**src/rtl/execute_writeback_unit.sv**
```systemverilog
// Execute/memory/writeback stage: evaluates the ALU op, runs data-memory accesses
// over a req/ack handshake with timeout, and drives register-file writeback, branch and display.
module execute_writeback_unit #(
  parameter int unsigned ACK_TIMEOUT = 255
) (
  input  logic        clk_i,
  input  logic        reset_i,
  input  logic [3:0]  aluControl_i,
  input  logic [31:0] op1_i,
  input  logic [31:0] op2_i,
  input  logic        mem_en_i,
  input  logic        mem_wr_i,
  input  logic [10:0] mem_addr_i,
  input  logic        branch_en_i,
  input  logic [19:0] pc_imm_i,
  input  logic        displayEn_i,
  input  logic [4:0]  wbAddr_i,
  input  logic        wbEnable_i,
  output logic [31:0] write_data_o,
  output logic [4:0]  wbAddr_o,
  output logic        wbEnable_o,
  output logic        stall_o,
  output logic        branch_o,
  output logic [19:0] branch_imm_o,
  output logic        dmem_req_o,
  output logic        dmem_we_o,
  output logic [10:0] dmem_addr_o,
  output logic [31:0] dmem_wdata_o,
  input  logic [31:0] dmem_rdata_i,
  input  logic        dmem_ack_i,
  output logic [31:0] display_o,
  output logic        display_valid_o,
  output logic        err_o
);

  typedef enum logic {IDLE = 1'b0, MEM_WAIT = 1'b1} state_t;

  localparam logic [9:0] TO_LAST = 10'(ACK_TIMEOUT - 1);

  function automatic logic [31:0] alu_result(input logic [3:0] ctl,
                                             input logic signed [31:0] a,
                                             input logic signed [31:0] b);
    logic [4:0]  sh;
    logic [31:0] r;
    sh = b[4:0];
    case (ctl)
      4'b0000:          r = a + b;
      4'b1000:          r = a - b;
      4'b0001:          r = a << sh;
      4'b0101, 4'b1011: r = $unsigned(a) >> sh;
      4'b1001, 4'b1100: r = a >>> sh;
      4'b0010:          r = {31'd0, a < b};
      4'b0011:          r = {31'd0, $unsigned(a) < $unsigned(b)};
      4'b0100:          r = a ^ b;
      4'b0110:          r = a | b;
      4'b0111:          r = a & b;
      4'b1101:          r = a << 12;
      default:          r = '0;
    endcase
    return r;
  endfunction

  state_t      state_q, state_d;
  logic [9:0]  cnt_q, cnt_d;
  logic [31:0] wdata_q, wdata_d;
  logic [4:0]  wb_addr_q, wb_addr_d;
  logic        wb_en_q, wb_en_d;
  logic        branch_q, branch_d;
  logic [19:0] bimm_q, bimm_d;
  logic        req_q, req_d;
  logic        we_q, we_d;
  logic [10:0] maddr_q, maddr_d;
  logic [31:0] mwdata_q, mwdata_d;
  logic [31:0] disp_q, disp_d;
  logic        disp_vld_q, disp_vld_d;
  logic        err_q, err_d;
  logic [4:0]  cap_addr_q, cap_addr_d;
  logic        cap_en_q, cap_en_d;
  logic signed [31:0] res;

  assign res = alu_result(aluControl_i, op1_i, op2_i);

  always_comb begin
    state_d    = state_q;
    cnt_d      = cnt_q;
    wdata_d    = wdata_q;
    wb_addr_d  = wb_addr_q;
    wb_en_d    = 1'b0;
    branch_d   = 1'b0;
    bimm_d     = bimm_q;
    req_d      = req_q;
    we_d       = we_q;
    maddr_d    = maddr_q;
    mwdata_d   = mwdata_q;
    disp_d     = disp_q;
    disp_vld_d = 1'b0;
    err_d      = err_q;
    cap_addr_d = cap_addr_q;
    cap_en_d   = cap_en_q;
    stall_o    = 1'b0;
    case (state_q)
      IDLE: begin
        if (branch_en_i) begin
          branch_d = 1'b1;
          bimm_d   = pc_imm_i;
        end
        if (displayEn_i) begin
          disp_d     = op1_i;
          disp_vld_d = 1'b1;
        end
        if (mem_en_i) begin
          stall_o    = 1'b1;
          req_d      = 1'b1;
          we_d       = mem_wr_i;
          maddr_d    = mem_addr_i;
          mwdata_d   = op1_i;
          cap_addr_d = wbAddr_i;
          cap_en_d   = wbEnable_i;
          cnt_d      = '0;
          state_d    = MEM_WAIT;
        end else begin
          wdata_d   = res;
          wb_addr_d = wbAddr_i;
          wb_en_d   = wbEnable_i & (wbAddr_i != 5'd0);
        end
      end
      MEM_WAIT: begin
        stall_o = !dmem_ack_i;
        // A same-cycle ack wins over the timeout, so it is tested first.
        if (dmem_ack_i || cnt_q == TO_LAST) begin
          req_d   = 1'b0;
          state_d = IDLE;
          if (!dmem_ack_i) begin
            err_d = 1'b1;
            cnt_d = cnt_q + 10'd1;
          end
          if (!we_q) begin
            wdata_d   = dmem_ack_i ? dmem_rdata_i : 32'd0;
            wb_addr_d = cap_addr_q;
            wb_en_d   = cap_en_q & (cap_addr_q != 5'd0);
          end
        end else begin
          cnt_d = cnt_q + 10'd1;
        end
      end
      default: state_d = IDLE;
    endcase
  end

  always_ff @(posedge clk_i) begin
    if (reset_i) begin
      state_q    <= IDLE;
      cnt_q      <= '0;
      wdata_q    <= '0;
      wb_addr_q  <= '0;
      wb_en_q    <= 1'b0;
      branch_q   <= 1'b0;
      bimm_q     <= '0;
      req_q      <= 1'b0;
      we_q       <= 1'b0;
      maddr_q    <= '0;
      mwdata_q   <= '0;
      disp_q     <= '0;
      disp_vld_q <= 1'b0;
      err_q      <= 1'b0;
      cap_addr_q <= '0;
      cap_en_q   <= 1'b0;
    end else begin
      state_q    <= state_d;
      cnt_q      <= cnt_d;
      wdata_q    <= wdata_d;
      wb_addr_q  <= wb_addr_d;
      wb_en_q    <= wb_en_d;
      branch_q   <= branch_d;
      bimm_q     <= bimm_d;
      req_q      <= req_d;
      we_q       <= we_d;
      maddr_q    <= maddr_d;
      mwdata_q   <= mwdata_d;
      disp_q     <= disp_d;
      disp_vld_q <= disp_vld_d;
      err_q      <= err_d;
      cap_addr_q <= cap_addr_d;
      cap_en_q   <= cap_en_d;
    end
  end

  assign write_data_o    = wdata_q;
  assign wbAddr_o        = wb_addr_q;
  assign wbEnable_o      = wb_en_q;
  assign branch_o        = branch_q;
  assign branch_imm_o    = bimm_q;
  assign dmem_req_o      = req_q;
  assign dmem_we_o       = we_q;
  assign dmem_addr_o     = maddr_q;
  assign dmem_wdata_o    = mwdata_q;
  assign display_o       = disp_q;
  assign display_valid_o = disp_vld_q;
  assign err_o           = err_q;

endmodule

```
**config.mk**
```make
export PLATFORM = sky130hd
export DESIGN_NAME = execute_writeback_unit
export DESIGN_NICKNAME = d
export VERILOG_FILES = /design/src/rtl/execute_writeback_unit.sv
export SDC_FILE = /design/constraint.sdc
export NUM_CORES = 1
export LEC_CHECK = 0
export CAP_MARGIN = 10
export CELL_PAD_IN_SITES_DETAIL_PLACEMENT = 0
export CELL_PAD_IN_SITES_GLOBAL_PLACEMENT = 1
export CORE_MARGIN = 5
export CORE_UTILIZATION = 42
export DETAILED_ROUTE_END_ITERATION = 8
export GPL_TIMING_DRIVEN = 0
export PLACE_DENSITY = 0.85
export SYNTH_ARGS = -nofsm -noshare
export SYNTH_HDL_FRONTEND = slang
export SYNTH_SLANG_ARGS = --single-unit
```
**constraint.sdc**
```tcl
create_clock -name clk_i -period 11.15 [get_ports clk_i]
set_input_delay 2.23 -clock clk_i [delete_from_list [all_inputs] [get_ports clk_i]]
set_output_delay 2.23 -clock clk_i [all_outputs]
set_load 0.02 [all_outputs]
```
# [Word-level counts from Yosys, hierarchy flattened]
# Cells that the tools add are included.
[classes] n_eq_ne=18 bitwise_logic=7 n_addsub=3 order_cmp=2 shift=3 n_reduce_logical=15 mux=27
[op_table] operator="$pmux 32 s11" n=1
[op_table] operator="$mux 32" n=4
[op_table] operator="$lt 32x32->1" n=2
[op_table] operator="$pmux 32 s2" n=1
[op_table] operator="$add 32x32->32" n=1
[op_table] operator="$and 32x32->32" n=1
[op_table] operator="$or 32x32->32" n=1
[op_table] operator="$shl 32x5->32" n=1
[op_table] operator="$shr 32x5->32" n=1
[op_table] operator="$sshr 32x5->32" n=1
[op_table] operator="$sub 32x32->32" n=1
[op_table] operator="$xor 32x32->32" n=1
[op_table] operator="$mux 10" n=3
[op_table] operator="$eq 4x4->1 const B" n=5
[op_table] operator="$pmux 10 s2" n=1
[op_table] operator="$eq 4x3->1 const B" n=4
[op_table] operator="$mux 5" n=3
[op_table] operator="$add 10x1->10 const B" n=1
[op_table] operator="$eq 10x8->1 const B" n=1
[op_table] operator="$pmux 5 s2" n=1
[op_table] operator="$reduce_and 2->1" n=5
[op_table] operator="$reduce_bool 5->1" n=2
[op_table] operator="$mux 1" n=9
[op_table] operator="$eq 4x2->1 const B" n=2
[op_table] operator="12 further kinds" n=22
[word_totals] ff_bits=155 word_cells=91

# [Logic depth before layout (Yosys ltp)]
[depth] depth_word=5 depth_mapped=15 mapped_depth_nobuf=13

# [Least setup slack after synthesis]
# Ideal clock, no wire load.
[synth_path] path_kind="input-to-reg" from="input port op2_i[3]" to="register wdata_q[27], in the netlist write_data_o[27]" path_slack_ns=5.606 t_required_ns=11.016 arrival_ns=5.410 stages=13 path_buffers=3 path_cell_list="clkbuf_1 -> inv_2 -> buf_1 -> buf_1 -> ha_1 -> or4_4 -> a2111oi_4 -> o211ai_2 -> a31oi_2 -> o21ai_1 -> a21o_1 -> a311oi_2 -> a2111oi_2"
[synth_between] elab_chain_cells=4 elab_cells_between_ends=8
[synth_lines] element="from (decl)" line="10" rtl="input logic [31:0] op2_i,"
[synth_lines] element="$sub 32x32->32, or another cell as far along" line="48" rtl="4'b1000: r = a - b;"
[synth_lines] element="$pmux 32 s11 (*)" line="46" rtl="case (ctl)"
[synth_lines] element="$mux 32 (*)" line="111" rtl="if (mem_en_i) begin"
[synth_lines] element="$pmux 32 s2 (*)" line="101" rtl="case (state_q)"
[synth_lines] element="to (signal assigned)" line="171" rtl="wdata_q <= wdata_d;"
[synth_lines] element="to (decl)" line="65" rtl="logic [31:0] wdata_q, wdata_d;"
# Every way passes the cells marked *; elsewhere a longest branch is shown, timed or not. The select of a mux whose other input is x is not followed.
# A chain may end at the register's enable or synchronous reset.

# [Worst setup path after layout]
[layout_path] from="input port op2_i[3]" to="register wdata_q[11], in the netlist write_data_o[11]"
# The elaborated chain is that of the path after synthesis.

==> out/qor.csv <==
stage,metric,value,unit
run_status,outcome,finished clean,
finish,final_common_cell,nand2_1,
floorplan,num_rows,69,
synthesis,ys_ff_latch,155,
setup_path,cp.buffers_inverters,5,
global_route,grt_pass1_wl,120000,µm
route,drc,0,
placement,io_buffers,281,
clock_tree,cts_tree,done,
floorplan,die_w,199,µm
clock_tree,cts_root_buffer,clkbuf_16,
timing,fin_crit,7530,ps
finish,nFillCells,3526,
clock_tree,cts_sinks,155,
synthesis,synthArstFlopShare,0,%
route,drt-initial-drc-count,2868,
global_route,grt_use_total,41.0,%
route,drtPass1Iterations,9,
setup_path,crit_family,buffers and inverters,
timing,skew,13.7,ps
placement,hpwl,67400,µm
clock_tree,ctsHoldBuffers,0,
pwr,power_leakage,7.34,nW
clock_tree,ctsResizeCount,0,
synthesis,syn_area_per_cell,7.40,µm²
global_route,grt_pass1_vias,17683,
route,routedWlPerCell,30.5,µm
placement,place_inst,2765,
route,vias,18649,
setup_path,critPathCaptureType,register,
setup_path,max_stage_delay,810,ps
finish,multi_input_area,10700,µm²
clock_tree,numCtsBuffers,17,
clock_tree,clk_pin_slew,60,ps
floorplan,io_pins,283,
synthesis,yosys-top-cells-area,"dfxtp_1, mux4_2, ha_1",
synthesis,yosys.area.top_type,dfxtp_1,
finish,stdcell_count,2800,
floorplan,start_util,42.3,%
global_route,antenna_found_initial,6,
setup_path,worst_ep_arrival_time,7820,ps
timing,worst_slew_pin_slew,1280,ps
synthesis,syn_area,15000,µm²
floorplan,core,35400,µm²
pwr,power_density,110,nW/µm²
clock_tree,clock_latency,440,ps
synthesis,synthDistinctLibCells,91,
clock_tree,cts_buffer_depth,2,
setup_path,critPathRequiredTime,11440,ps
finish,drive_above_1_share,7.06,%
pwr,peakVddDrop,0.000122,V
setup_path,cpMaxStageDelayCell,buf_1,
timing,finalSetupViolations,0,
route,wirelength,85300,µm
finish,areaGrowthSynthToFinish,26.6,%
finish,final_cell_mix,"nand2_1, clkdlybuf4s50_1, a21oi_1",
floorplan,die_y,199,µm
clock_tree,postCtsSetupBuffers,0,
timing,hold_viol,0,
timing,slew_headroom,14.8,%
min_path,hold_class,reg2reg,
timing,fmax,133,MHz
setup_path,start_kind,input pin,
timing,fin_crit_sh,67.5,%
synthesis,syn_inst,2023,
timing,tns,0,ps
setup_path,cp_max_fo,11,
run,maxCapViolCount,0,
synthesis,ys.flop_type,dfxtp_1,
timing,drv_slew,0,
global_route,grt_overflow,0,
synthesis,synth_warnings,0,
synthesis,syn_nets,2274,
timing,rsz0062_at_grt,false,
synthesis,netlist.area_leader.share,20.7,%
finish,nets,2574,
route,viasPerCell,6.66,
route,final_antenna_net_count,0,
global_route,grt_max_degree,17,
placement,gp_congestion,1.15,
setup_path,path_common_cell,buf_1,
setup_path,crit_chain,clkdlybuf4s50_1 -> clkbuf_1 -> inv_2 -> buf_1 -> buf_1 -> ha_1 -> or4_4 -> a2111oi_4 -> nor2_1 -> o31ai_1 -> mux2i_1 -> xnor2_1 -> a21oi_1 -> o22ai_1,
synthesis,yosysSeqAreaShare,20.7,%
synthesis,synth_edf_count,0,
clock_tree,cts.htree.levels,4,
finish,ff_latch_area,3100,µm²
setup_path,crit_type,in2reg,
floorplan,die-area,39500,µm²
-- through the flow --
stage	power [mW]	hold slack [ps]	setup slack, ps	area [µm²]	util, %
floorplan	1.09	433	5610	15000	-
global placement	1.46	442	3420	18400	51.9
detailed placement	1.46	446	3490	18400	51.9
CTS	2.04	455	3920	19000	53.6
global route	2.14	477	3730	19000	53.6
finish	2.08	453	3620	19000	53.6
-- area by class of cell --
cell class,count,share of cell area (%)
timing repair buffer,281,14.8
clock inverter,11,0.699
clock buffer,21,2.43
multi-input combinational,1584,56.5
buffer,181,4.07
tap,461,3.04
antenna,3,0.0396
sequential,155,16.4
inverter,103,2.04
-- registers in the layout (all words and copies together), names as in the netlist --
register	cells
dmem_addr_o	11
display_valid_o	1
branch_o	1
dmem_we_o	1
dmem_req_o	1
cap_addr_q	5
dmem_wdata_o	32
wbAddr_o	5
write_data_o	32
wbEnable_o	1
branch_imm_o	20
cnt_q	10
err_o	1
display_o	32
cap_en_q	1
state_q	1
-- cells by family after synthesis --
family                   share of synthesized area [%]
AND/OR/NAND/NOR                                   20.3
AO/OA/AOI/OAI                                     28.2
buffers and inverters                             7.74
flip-flops                                        20.7
multiplexers                                      12.6
adder cells (fa/ha/maj)                           9.04
XOR/XNOR                                          1.40
-- metal layers --
metal	track usage (%)	wire length, µm	up-vias	share of wire (%)
li1	-	-	7914	-
met1	53.5	32600	8915	38
met2	61.3	35800	1459	42
met3	13.8	11600	357	14
met4	19.2	5300	4	6.2
met5	0	27	-	0.032
-- worst paths after layout --
| check | from | end | slack [ps] | cells after the start |
|---|---|---|---|---|
| worst max register to register | cnt_q[0] | write_data_o[17] | 7530 | 8 |
| worst min register to register | branch_imm_o[1] | branch_imm_o[1] | 450 | 2 |
| worst max-delay path | op2_i[3] | write_data_o[11] | 3620 | 14 |
| worst min-delay path | branch_imm_o[1] | branch_imm_o[1] | 450 | 2 |
-- tightest hold or removal path, cell delays in order, from the launching register on --
cell     delay (ps)
dfxtp_1         310
nand2_1          50
a21oi_1          50
-- cells in the mapped netlist, types with 9 or more instances --
master and instances:
nand2_1 336, a21oi_1 243, nor2_1 180, dfxtp_1 155
clkbuf_1 129, ha_1 105, inv_1 101, o21ai_0 99
mux4_2 62, mux2i_1 42, nand3_1 39, a211oi_1 35
nor3_1 29, o211ai_1 28, buf_2 26, xnor2_1 20
a221oi_1 19, a31oi_1 19, nor2b_1 19, and3_1 18
a21o_1 16, or3_1 16, a222oi_1 15, a22oi_1 14
buf_1 14, o21a_1 14, o31ai_1 14, o2111ai_1 13
o22ai_1 13, nand2b_1 11, nor4_1 11, o21bai_1 11
a2111oi_0 9
-- power breakdown --
part           switching [mW]  internal (mW)
sequential             0.0238          0.591
combinational           0.565          0.314
clock                   0.244          0.345
No activity file was read; power rests on OpenSTA's default activity.
